--- src/rtl/qpu_exu_oitf_pkg.sv ---
// ============================================================================
// qpu_exu_oitf_pkg : shared widths and depths for the EXU outstanding-instruction FIFO
// Rev 1.0
// ============================================================================
`default_nettype none

package qpu_exu_oitf_pkg;

    localparam int QPU_RFIDX_REAL_WIDTH = 5;
    localparam int QPU_QUBIT_NUM        = 8;
    localparam int QPU_OITF_DEPTH       = 4;
    localparam int QPU_OITF_MEAS_MAX    = 2;
    localparam int QPU_OITF_PTR_W       = $clog2(QPU_OITF_DEPTH);

    // Counter width able to hold 0..max inclusive.
    function automatic int cnt_w(input int max);
        return (max < 1) ? 1 : $clog2(max + 1);
    endfunction

endpackage

`default_nettype wire

--- src/rtl/qpu_oitf_entry.sv ---
// ============================================================================
// qpu_oitf_entry : one OITF slot plus its rs1/rs2/rd/qubit-list hazard comparators
// Rev 1.0
// ============================================================================
`default_nettype none

module qpu_oitf_entry
    import qpu_exu_oitf_pkg::*;
#(
    parameter int RFIDX_W   = QPU_RFIDX_REAL_WIDTH,
    parameter int QUBIT_NUM = QPU_QUBIT_NUM
) (
    input  logic                 clk,
    input  logic                 rst_n,
    input  logic                 set_i,
    input  logic                 clr_i,
    input  logic                 rdwen_i,
    input  logic [RFIDX_W-1:0]   rdidx_i,
    input  logic                 qfren_i,
    input  logic [QUBIT_NUM-1:0] ql_i,
    input  logic                 meas_i,
    input  logic [RFIDX_W-1:0]   cmp_rs1idx_i,
    input  logic [RFIDX_W-1:0]   cmp_rs2idx_i,
    input  logic [RFIDX_W-1:0]   cmp_rdidx_i,
    input  logic [QUBIT_NUM-1:0] cmp_ql_i,
    output logic                 vld_o,
    output logic                 rdwen_o,
    output logic [RFIDX_W-1:0]   rdidx_o,
    output logic                 qfren_o,
    output logic [QUBIT_NUM-1:0] ql_o,
    output logic                 meas_o,
    output logic                 rs1_hit_o,
    output logic                 rs2_hit_o,
    output logic                 rd_hit_o,
    output logic                 ql_hit_o
);

    logic                 vld_q, vld_d;
    logic                 rdwen_q;
    logic [RFIDX_W-1:0]   rdidx_q;
    logic                 qfren_q;
    logic [QUBIT_NUM-1:0] ql_q;
    logic                 meas_q;

    // Set wins over clear; the top never targets one slot with both.
    always_comb begin
        vld_d = vld_q;
        if (set_i)      vld_d = 1'b1;
        else if (clr_i) vld_d = 1'b0;
    end

    always_ff @(posedge clk or negedge rst_n) begin
        if (!rst_n) begin
            vld_q   <= 1'b0;
            rdwen_q <= 1'b0;
            rdidx_q <= '0;
            qfren_q <= 1'b0;
            ql_q    <= '0;
            meas_q  <= 1'b0;
        end else begin
            vld_q <= vld_d;
            if (set_i) begin
                rdwen_q <= rdwen_i;
                rdidx_q <= rdidx_i;
                qfren_q <= qfren_i;
                ql_q    <= ql_i;
                meas_q  <= meas_i;
            end
        end
    end

    assign vld_o     = vld_q;
    assign rdwen_o   = rdwen_q;
    assign rdidx_o   = rdidx_q;
    assign qfren_o   = qfren_q;
    assign ql_o      = ql_q;
    assign meas_o    = meas_q;
    assign rs1_hit_o = vld_q & rdwen_q & (rdidx_q == cmp_rs1idx_i);
    assign rs2_hit_o = vld_q & rdwen_q & (rdidx_q == cmp_rs2idx_i);
    assign rd_hit_o  = vld_q & rdwen_q & (rdidx_q == cmp_rdidx_i);
    assign ql_hit_o  = vld_q & qfren_q & (|(ql_q & cmp_ql_i));

endmodule

`default_nettype wire

--- src/rtl/qpu_exu_oitf.sv ---
// ============================================================================
// qpu_exu_oitf : outstanding instruction track FIFO, hazard matching and in-order retire
// Rev 1.0
// ============================================================================
`default_nettype none

module qpu_exu_oitf
    import qpu_exu_oitf_pkg::*;
#(
    parameter int OITF_DEPTH = QPU_OITF_DEPTH,
    parameter int RFIDX_W    = QPU_RFIDX_REAL_WIDTH,
    parameter int QUBIT_NUM  = QPU_QUBIT_NUM,
    parameter int MEAS_MAX   = QPU_OITF_MEAS_MAX
) (
    input  logic                          clk,
    input  logic                          rst_n,
    input  logic                          disp_oitf_ena,
    input  logic                          disp_moitf_ena,
    output logic                          disp_oitf_ready,
    output logic                          disp_moitf_ready,
    input  logic                          disp_oitf_rs1en,
    input  logic                          disp_oitf_rs2en,
    input  logic                          disp_oitf_rdwen,
    input  logic                          disp_oitf_qfren,
    input  logic [RFIDX_W-1:0]            disp_oitf_rs1idx,
    input  logic [RFIDX_W-1:0]            disp_oitf_rs2idx,
    input  logic [RFIDX_W-1:0]            disp_oitf_rdidx,
    input  logic [QUBIT_NUM-1:0]          disp_oitf_qubitlist,
    output logic                          oitfrd_match_disprs1,
    output logic                          oitfrd_match_disprs2,
    output logic                          oitfrd_match_disprd,
    output logic                          oitfqf_match_dispql,
    input  logic                          oitf_ret_ena,
    output logic                          oitf_ret_rdwen,
    output logic [RFIDX_W-1:0]            oitf_ret_rdidx,
    output logic                          oitf_ret_measure,
    output logic [QUBIT_NUM-1:0]          oitf_ret_qubitlist,
    output logic [$clog2(OITF_DEPTH)-1:0] oitf_dis_ptr,
    output logic                          oitf_empty
);

    localparam int PTR_W = $clog2(OITF_DEPTH);
    localparam int MC_W  = cnt_w(MEAS_MAX);
    localparam logic [MC_W-1:0] MEAS_LIMIT = MC_W'(MEAS_MAX);

    // Pointers carry one extra wrap bit above the slot index.
    logic [PTR_W:0]   alloc_ptr_q, alloc_ptr_d;
    logic [PTR_W:0]   ret_ptr_q, ret_ptr_d;
    logic [MC_W-1:0]  meas_cnt_q, meas_cnt_d;

    logic [OITF_DEPTH-1:0] w_vld, w_rdwen, w_qfren, w_meas;
    logic [OITF_DEPTH-1:0] w_rs1_hit, w_rs2_hit, w_rd_hit, w_ql_hit;
    logic [RFIDX_W-1:0]    w_rdidx [OITF_DEPTH];
    logic [QUBIT_NUM-1:0]  w_ql    [OITF_DEPTH];

    logic w_full, w_empty, w_alloc, w_ret;
    logic [PTR_W-1:0] w_alloc_idx, w_ret_idx;

    assign w_alloc_idx = alloc_ptr_q[PTR_W-1:0];
    assign w_ret_idx   = ret_ptr_q[PTR_W-1:0];
    assign w_empty     = (alloc_ptr_q == ret_ptr_q);
    assign w_full      = (w_alloc_idx == w_ret_idx) & (alloc_ptr_q[PTR_W] != ret_ptr_q[PTR_W]);

    assign disp_oitf_ready  = ~w_full;
    assign disp_moitf_ready = ~w_full & (meas_cnt_q < MEAS_LIMIT);
    assign w_alloc = (disp_oitf_ena & disp_oitf_ready) | (disp_moitf_ena & disp_moitf_ready);
    assign w_ret   = oitf_ret_ena & ~w_empty;

    generate
        for (genvar i = 0; i < OITF_DEPTH; i++) begin : g_entry
            qpu_oitf_entry #(
                .RFIDX_W   (RFIDX_W),
                .QUBIT_NUM (QUBIT_NUM)
            ) u_entry (
                .clk          (clk),
                .rst_n        (rst_n),
                .set_i        (w_alloc & (w_alloc_idx == PTR_W'(i))),
                .clr_i        (w_ret & (w_ret_idx == PTR_W'(i))),
                .rdwen_i      (disp_oitf_rdwen),
                .rdidx_i      (disp_oitf_rdidx),
                .qfren_i      (disp_oitf_qfren),
                .ql_i         (disp_oitf_qubitlist),
                .meas_i       (disp_moitf_ena),
                .cmp_rs1idx_i (disp_oitf_rs1idx),
                .cmp_rs2idx_i (disp_oitf_rs2idx),
                .cmp_rdidx_i  (disp_oitf_rdidx),
                .cmp_ql_i     (disp_oitf_qubitlist),
                .vld_o        (w_vld[i]),
                .rdwen_o      (w_rdwen[i]),
                .rdidx_o      (w_rdidx[i]),
                .qfren_o      (w_qfren[i]),
                .ql_o         (w_ql[i]),
                .meas_o       (w_meas[i]),
                .rs1_hit_o    (w_rs1_hit[i]),
                .rs2_hit_o    (w_rs2_hit[i]),
                .rd_hit_o     (w_rd_hit[i]),
                .ql_hit_o     (w_ql_hit[i])
            );
        end
    endgenerate

    assign oitfrd_match_disprs1 = disp_oitf_rs1en & (|w_rs1_hit);
    assign oitfrd_match_disprs2 = disp_oitf_rs2en & (|w_rs2_hit);
    assign oitfrd_match_disprd  = disp_oitf_rdwen & (|w_rd_hit);
    assign oitfqf_match_dispql  = disp_oitf_qfren & (|w_ql_hit);

    always_comb begin
        oitf_ret_rdwen     = 1'b0;
        oitf_ret_rdidx     = '0;
        oitf_ret_measure   = 1'b0;
        oitf_ret_qubitlist = '0;
        if (!w_empty) begin
            oitf_ret_rdwen     = w_rdwen[w_ret_idx];
            oitf_ret_rdidx     = w_rdidx[w_ret_idx];
            oitf_ret_measure   = w_meas[w_ret_idx];
            oitf_ret_qubitlist = w_ql[w_ret_idx];
        end
    end

    // Power-of-two depth: a plain increment carries into the wrap bit.
    always_comb begin
        alloc_ptr_d = alloc_ptr_q;
        ret_ptr_d   = ret_ptr_q;
        meas_cnt_d  = meas_cnt_q;
        if (w_alloc) alloc_ptr_d = alloc_ptr_q + (PTR_W+1)'(1);
        if (w_ret)   ret_ptr_d   = ret_ptr_q + (PTR_W+1)'(1);
        case ({w_alloc & disp_moitf_ena, w_ret & oitf_ret_measure})
            2'b10:   meas_cnt_d = meas_cnt_q + MC_W'(1);
            2'b01:   meas_cnt_d = meas_cnt_q - MC_W'(1);
            default: meas_cnt_d = meas_cnt_q;
        endcase
    end

    always_ff @(posedge clk or negedge rst_n) begin
        if (!rst_n) begin
            alloc_ptr_q <= '0;
            ret_ptr_q   <= '0;
            meas_cnt_q  <= '0;
        end else begin
            alloc_ptr_q <= alloc_ptr_d;
            ret_ptr_q   <= ret_ptr_d;
            meas_cnt_q  <= meas_cnt_d;
        end
    end

    assign oitf_dis_ptr = w_alloc_idx;
    assign oitf_empty   = w_empty;

`ifdef QPU_OITF_SIM_CHECKS
    always_ff @(posedge clk) begin
        if (rst_n && oitf_ret_ena && w_empty)
            $error("qpu_exu_oitf: retire requested while empty");
    end
`endif

endmodule

`default_nettype wire

--- config.mk ---
export PLATFORM = sky130hd
export DESIGN_NAME = qpu_exu_oitf
export DESIGN_NICKNAME = d
export VERILOG_FILES = /design/src/rtl/qpu_exu_oitf_pkg.sv /design/src/rtl/qpu_oitf_entry.sv /design/src/rtl/qpu_exu_oitf.sv
export SDC_FILE = /design/constraint.sdc
export NUM_CORES = 1
export LEC_CHECK = 0
export CORE_MARGIN = 4
export CORE_UTILIZATION = 35
export CTS_CLUSTER_DIAMETER = 40
export DETAILED_ROUTE_END_ITERATION = 7
export SYNTH_ARGS = -nofsm -noshare
export SYNTH_HDL_FRONTEND = slang
export SYNTH_HIERARCHICAL = 1
export SYNTH_SLANG_ARGS = --single-unit
--- constraint.sdc ---
create_clock -name clk -period 5.98 [get_ports clk]
set_input_delay 1.196 -clock clk [delete_from_list [all_inputs] [get_ports clk]]
set_output_delay 1.196 -clock clk [all_outputs]
set_load 0.05 [all_outputs]
==> impl_metrics.py, run 1 <==
metrics = {
    "die": {
        "placeableCoreArea_um2": 13200,
        "start_util_pct": 35.6,
        "std_cell_rows": 42,
        "die_h_um": 124,
        "design.die.area_um2": 15400,
        "count_of_pins_on_the_block_boundary": 56,
        "floorplan.die.width_um": 124,
    },
    "worst_setup_path": {
        "cp.required_ns": 4.78,
        "setup_slack_of_the_worst_register_to_register_path_ns": 3.38,
        "setup.worst_path.end_class": "output pin",
        "path_common_cell": "clkdlybuf4s50_1",
        "arrival_ns": 3.42,
        "critPathSlowestCell": "clkdlybuf4s50_1",
        "path_class": "in2out",
        "crit_path_max_incr_delay_ns": 0.81,
        "worstPathCellList": "clkdlybuf4s50_1 > xnor2_1 > nand4_1 > nor3_1 > o41a_1 > clkdlybuf4s50_1",
        "crit_buf_inv": 2,
        "critical_path_peak_fanout": 8,
        "crit_path_start_kind": "primary input",
        "timing.critical_path.max_delay_family": "buffers and inverters",
    },
    "flow_run": {
        "cap_viol_max_count": 0,
    },
    "cells_and_area": {
        "synthToLayoutAreaGrowth_pct": 19.9,
        "drive_gt1_share_pct": 27.2,
        "fin_util_pct": 42.7,
        "nNetsFinal": 456,
        "finish.cell_count_without_fillers": 595,
        "diodes": 0,
        "fillerInstances": 1250,
    },
    "yosys": {
        "number_of_synthesized_flops_with_an_enable_pin": 0,
        "synth_seq_area_share_pct": 40.4,
        "post_synth_num_cell_types": 33,
        "number_of_storage_elements_in_the_synthesis_netlist": 76,
        "yosys-mux-area-fraction_pct": 25.9,
        "postSynthCellCount": 358,
        "post_synth_fa_ha_maj_area_fraction_pct": 2.39,
        "synth-warning-count": 6,
        "syn_area_per_cell_um2": 13.1,
        "synth-main-ff-cell": "dfrtp_1",
        "synth-async-reset-ratio_pct": 100,
        "synth_compound_area_share_pct": 5.61,
        "synthSimpleGateAreaFrac_pct": 7.85,
        "main_combinational_cell_family_by_area_after_synthesis": "multiplexers",
        "synthesis.nets": 399,
        "synth_xor_area_share_pct": 13.2,
        "syn-cell-area_um2": 4700,
    },
    "place": {
        "io_buffer_count": 55,
        "detailedPlacementHpwl_um": 7710,
        "final_weighted_congestion_of_routability_driven_global_placement": 0.839,
        "placed_cells_incl_taps": 580,
    },
    "global_routing": {
        "globalRoute.totalOverflow": 0,
        "grt_max_degree": 77,
        "antenna_found_initial": 0,
        "first_global_vias": 3322,
        "grt_pass1_wl_um": 18200,
        "globalRouteTotalUtil_pct": 15.8,
    },
    "timing": {
        "fin_worst_skew_ns": 0.00361,
        "setup_repair_after_global_routing_missed_its_margin": "false",
        "setup_total_negative_slack_ns": 0,
        "max_slew_margin_pct": 34.3,
        "final.min_clock_period_ns": 4.61,
        "final.period_utilization_pct": 77.2,
        "finalSetupViolCount": 0,
        "max_slew.worst_pin.slew_ns": 0.985,
        "final_number_of_hold_violating_endpoints": 0,
        "timing_max_transition_violations_final": 0,
        "timing.fmax_mhz": 217,
    },
    "cts": {
        "holdBufCountCts": 0,
        "clk_path_buf_depth": 2,
        "cts.htree.levels": 3,
        "worst_skew_pair.late_latency_ns": 0.33,
        "cts-root-buf": "clkbuf_16",
        "clock_tree_from_tritoncts": "done",
        "tritoncts_num_sinks": 76,
        "cts_setup_buffers": 0,
        "cts_resized": 0,
        "clk_slew_on_worst_s_h_paths_ns": 0.06,
        "cts_made_buffers": 9,
    },
    "detailed_routing": {
        "drt-total-wl_um": 11300,
        "antenna_violating_nets_post_route": 0,
        "drt_pass1_iterations": 4,
        "drt_drc_violations_left": 0,
        "drt_iter0_drc": 135,
        "routed_wire_length_per_instance_um": 19.0,
        "vias_per_cell": 5.05,
        "detailroute.via_count": 3002,
    },
    "worst_hold_path": {
        "min-delay-path-class": "reg2reg",
    },
    "run_status": {
        "status": "complete, no violations",
    },
}
==> synthesized netlist by cell type, types with 2 or more instances <==
cell,number,area (um2)
inv_1,9,33.8
xnor2_2,2,32.5
a41oi_1,4,35.0
and3_1,5,31.3
mux4_2,15,338
xnor2_1,53,464
nor3_1,13,65.1
nand4_1,12,75.1
xor2_1,14,123
a21o_2,4,35.0
nor2_1,3,11.3
a22oi_1,16,120
and2_1,18,113
buf_12,4,80.1
buf_6,5,56.3
nand2_1,10,37.5
clkbuf_1,3,11.3
dfrtp_1,76,1900
mux2_4,37,556
o41a_1,4,45.0
buf_4,4,30.0
ha_1,9,113
mux2_2,28,315
==> cells in the final DEF, fill, tap and decap left out, types with 2 or more instances in the layout <==
| master | instances |
|---|---|
| buf_4 | 7 |
| xor2_1 | 14 |
| clkinv_2 | 2 |
| mux2_2 | 28 |
| a41oi_1 | 4 |
| o41a_1 | 4 |
| clkdlybuf4s50_1 | 54 |
| a21o_2 | 4 |
| clkbuf_16 | 9 |
| nor2_1 | 2 |
| mux4_2 | 15 |
| mux2_4 | 37 |
| and2_1 | 18 |
| nor3_1 | 13 |
| nand2_1 | 10 |
| ha_1 | 9 |
| xnor2_1 | 53 |
| xnor2_2 | 2 |
| dfrtp_1 | 76 |
| inv_1 | 9 |
| and3_1 | 5 |
| a22oi_1 | 16 |
| nand4_1 | 12 |
==> path summary, 6_finish.rpt <==
path / startpoint / endpoint / cells past startpoint
min in group asynchronous: rst_n / g_entry[0].u_entry/ql_o[7]$_DFFE_PN0P_ / 2
hold / removal: meas_cnt_q[0]$_DFFE_PN0P_ / meas_cnt_q[0]$_DFFE_PN0P_ / 1
setup reg to reg: ret_ptr_q[2]$_DFFE_PN0P_ / meas_cnt_q[1]$_DFFE_PN0P_ / 6
setup / recovery: disp_oitf_rdidx[2] / oitfrd_match_disprd / 6
max in group asynchronous: rst_n / g_entry[1].u_entry/rdidx_o[0]$_DFFE_PN0P_ / 2
hold reg to reg: meas_cnt_q[0]$_DFFE_PN0P_ / meas_cnt_q[0]$_DFFE_PN0P_ / 1
==> cell type report <==
class / count / area (um2) / area share [%]
clock inverters: 6 / 65.1 / 1.15
well taps: 176 / 220 / 3.91
flip-flops and latches: 76 / 1900 / 33.7
repair buffers: 62 / 598 / 10.6
multi-input cells: 256 / 2590 / 45.9
clock buffers: 9 / 225 / 4.00
inverters: 10 / 37.5 / 0.666
==> logic make-up (layout without fill, tap and decap cells) <==
logic type / Yosys count / after routing
adders and majority gates: 9 / 9
AOI/OAI and AO/OA: 31 / 31
muxes: 81 / 81
xor gates and xnor gates: 69 / 69
buffers and inverters: 26 / 87
and+or+nand+nor: 66 / 66
DFF: 76 / 76
==> flip-flops by register name (all words and copies together), names as in the netlist <==
register and flops:
g_entry.u_entry/vld_o 4, g_entry.u_entry/rdidx_o 20, g_entry.u_entry/meas_o 4, meas_cnt_q 2
g_entry.u_entry/ql_o 32, g_entry.u_entry/rdwen_o 4, g_entry.u_entry/qfren_o 4, alloc_ptr_q 3
ret_ptr_q 3
==> layer usage <==
layer | GRT usage (%) | vias up | part of all wire, % | wire length (um)
met5 | 0 | - | 0 | 0
met4 | 6.37 | 0 | 2.2 | 245
met3 | 2.91 | 16 | 3.5 | 401
met2 | 25.3 | 63 | 48 | 5410
met1 | 21.2 | 1524 | 47 | 5270
li1 | - | 1399 | - | -
==> per-stage QoR <==
stage               setup WS, ns  hold slack [ns]  instance area (um2)
floorplan                   2.68            0.464                 4700
global placement            1.38            0.478                 5350
detailed placement          1.35            0.485                 5350
CTS                         1.34            0.498                 5640
global route                1.26            0.520                 5640
finish                      1.37            0.493                 5640
Power of run 1 is left out: the tool's default activity adds up to more than one toggle a clock period on the data nets, which glitch-free logic cannot reach.
==> run 2: changes to the inputs <==
==> constraint.sdc (replaced) <==
create_clock -name clk -period 3.9 [get_ports clk]
set_input_delay 0.78 -clock clk [delete_from_list [all_inputs] [get_ports clk]]
set_output_delay 0.78 -clock clk [all_outputs]
set_load 0.05 [all_outputs]
==> run 2 against run 1 <==
Clock skew up 0.0038 ns. Register-to-register slack got worse by 1.8 ns. Non-clock buffer count grew 2. Count of clock-buffer cells in the layout is the same. Setup slack lost 1.1 ns. Critical path depth is 1 lower. Hold slack lost 0.043 ns. Sequential share of layout area decreased by 0.10 points. Via count up 2.4%. Global-route usage rose by 0.32 points. First-iteration DRC count shrank 19%. Critical path type unchanged. Critical endpoint is now oitfqf_match_dispql.
==> impl_metrics.py, run 2 (same netlist as run 1, synthesis figures left out) <==
metrics = {
    "run_status": {
        "status": "complete, no violations",
    },
    "detailed_routing": {
        "vias_per_cell": 5.14,
        "drt_drc_violations_left": 0,
        "antenna_violating_nets_post_route": 0,
        "drt_pass1_iterations": 4,
        "drt_iter0_drc": 110,
        "detailroute.via_count": 3073,
        "routed_wire_length_per_instance_um": 19.2,
        "drt-total-wl_um": 11500,
    },
    "cts": {
        "cts.htree.levels": 3,
        "tritoncts_num_sinks": 76,
        "holdBufCountCts": 0,
        "cts_resized": 0,
        "cts-root-buf": "clkbuf_16",
        "worst_skew_pair.late_latency_ns": 0.33,
        "cts_setup_buffers": 0,
        "clk_slew_on_worst_s_h_paths_ns": 0.06,
        "clk_path_buf_depth": 2,
        "cts_made_buffers": 9,
        "clock_tree_from_tritoncts": "done",
    },
    "die": {
        "floorplan.die.width_um": 124,
        "start_util_pct": 35.6,
        "die_h_um": 124,
        "std_cell_rows": 42,
        "count_of_pins_on_the_block_boundary": 56,
        "placeableCoreArea_um2": 13200,
        "design.die.area_um2": 15400,
    },
    "timing": {
        "timing.fmax_mhz": 273,
        "fin_hold_ws_ns": 0.451,
        "max_slew.worst_pin.slew_ns": 0.630,
        "setup_total_negative_slack_ns": 0,
        "final.min_clock_period_ns": 3.67,
        "max_slew_margin_pct": 58.0,
        "finalSetupViolCount": 0,
        "setup_repair_after_global_routing_missed_its_margin": "false",
        "final.period_utilization_pct": 94.1,
        "fin_worst_skew_ns": 0.00742,
        "final_number_of_hold_violating_endpoints": 0,
        "timing_max_transition_violations_final": 0,
    },
    "global_routing": {
        "antenna_found_initial": 0,
        "grt_pass1_wl_um": 18700,
        "first_global_vias": 3344,
        "globalRouteTotalUtil_pct": 16.1,
        "grt_max_degree": 50,
        "globalRoute.totalOverflow": 0,
    },
    "worst_setup_path": {
        "arrival_ns": 2.89,
        "cp.required_ns": 3.12,
        "path_class": "in2out",
        "setup.worst_path.end_class": "output pin",
        "crit_path_start_kind": "primary input",
        "critical_path_peak_fanout": 8,
    },
    "place": {
        "final_weighted_congestion_of_routability_driven_global_placement": 0.855,
        "io_buffer_count": 55,
        "detailedPlacementHpwl_um": 7930,
    },
    "worst_hold_path": {
        "min-delay-path-class": "in2async",
    },
    "cells_and_area": {
        "largest_register_ffs": 32,
        "fin_util_pct": 42.9,
        "layout_common_cells": "dfrtp_1 (76), xnor2_1 (53), mux2_4 (37), clkdlybuf4s50_1 (35)",
        "diodes": 0,
        "synthToLayoutAreaGrowth_pct": 20.2,
        "drive_gt1_share_pct": 32.2,
        "nNetsFinal": 458,
        "most_common_library_cell_in_the_layout_ignoring_fill_and_taps": "dfrtp_1",
    },
    "flow_run": {
        "cap_viol_max_count": 0,
    },
}
## run 2: final cells by class
cell class                      instances  area, um2
Clock inverter                          7        115
Inverter                               10       37.5
Tap cell                              176        220
Fill cell                            1248       7540
Multi-Input combinational cell        256       2590
Clock buffer                            9        225
Sequential cell                        76       1900
Timing Repair Buffer                   64        566
## run 2: per-layer routing
metal	up-vias	track usage, %	part of all wire (%)
met3	14	3.36	5.0
met2	81	25.1	48
met1	1569	22.3	45
li1	1409	-	-
met4	0	5.89	1.7
met5	-	0	0
## run 2: path summary, 6_finish.rpt
kind / startpoint / to / slack, ns / cells after the start
max in group asynchronous: rst_n / g_entry[3].u_entry/rdidx_o[2]$_DFFE_PN0P_ / 2.91 / 2
setup / recovery: disp_oitf_qubitlist[0] / oitfqf_match_dispql / 0.23 / 5
hold / removal: rst_n / g_entry[2].u_entry/ql_o[5]$_DFFE_PN0P_ / 0.45 / 2
setup reg to reg: ret_ptr_q[0]$_DFFE_PN0P_ / g_entry[0].u_entry/ql_o[1]$_DFFE_PN0P_ / 1.63 / 8
hold reg to reg: meas_cnt_q[0]$_DFFE_PN0P_ / meas_cnt_q[0]$_DFFE_PN0P_ / 0.49 / 1
min in group clk: meas_cnt_q[0]$_DFFE_PN0P_ / meas_cnt_q[0]$_DFFE_PN0P_ / 0.49 / 1
## run 2: worst max-delay path: stages
cell	delay, ns
clkdlybuf4s50_1	0.54
a22oi_1	0.27
a41oi_1	0.14
o41a_1	0.44
clkdlybuf4s50_1	0.71
## run 2: stage by stage
stage	area, um2	setup WS, ns	std cells
after floorplan	4700	1.43	358
after global placement	5310	0.289	582
after detailed placement	5310	0.205	582
after CTS	5650	0.205	598
after global routing	5650	0.116	598
final	5650	0.231	598
Power of run 2 is left out for the same reason.
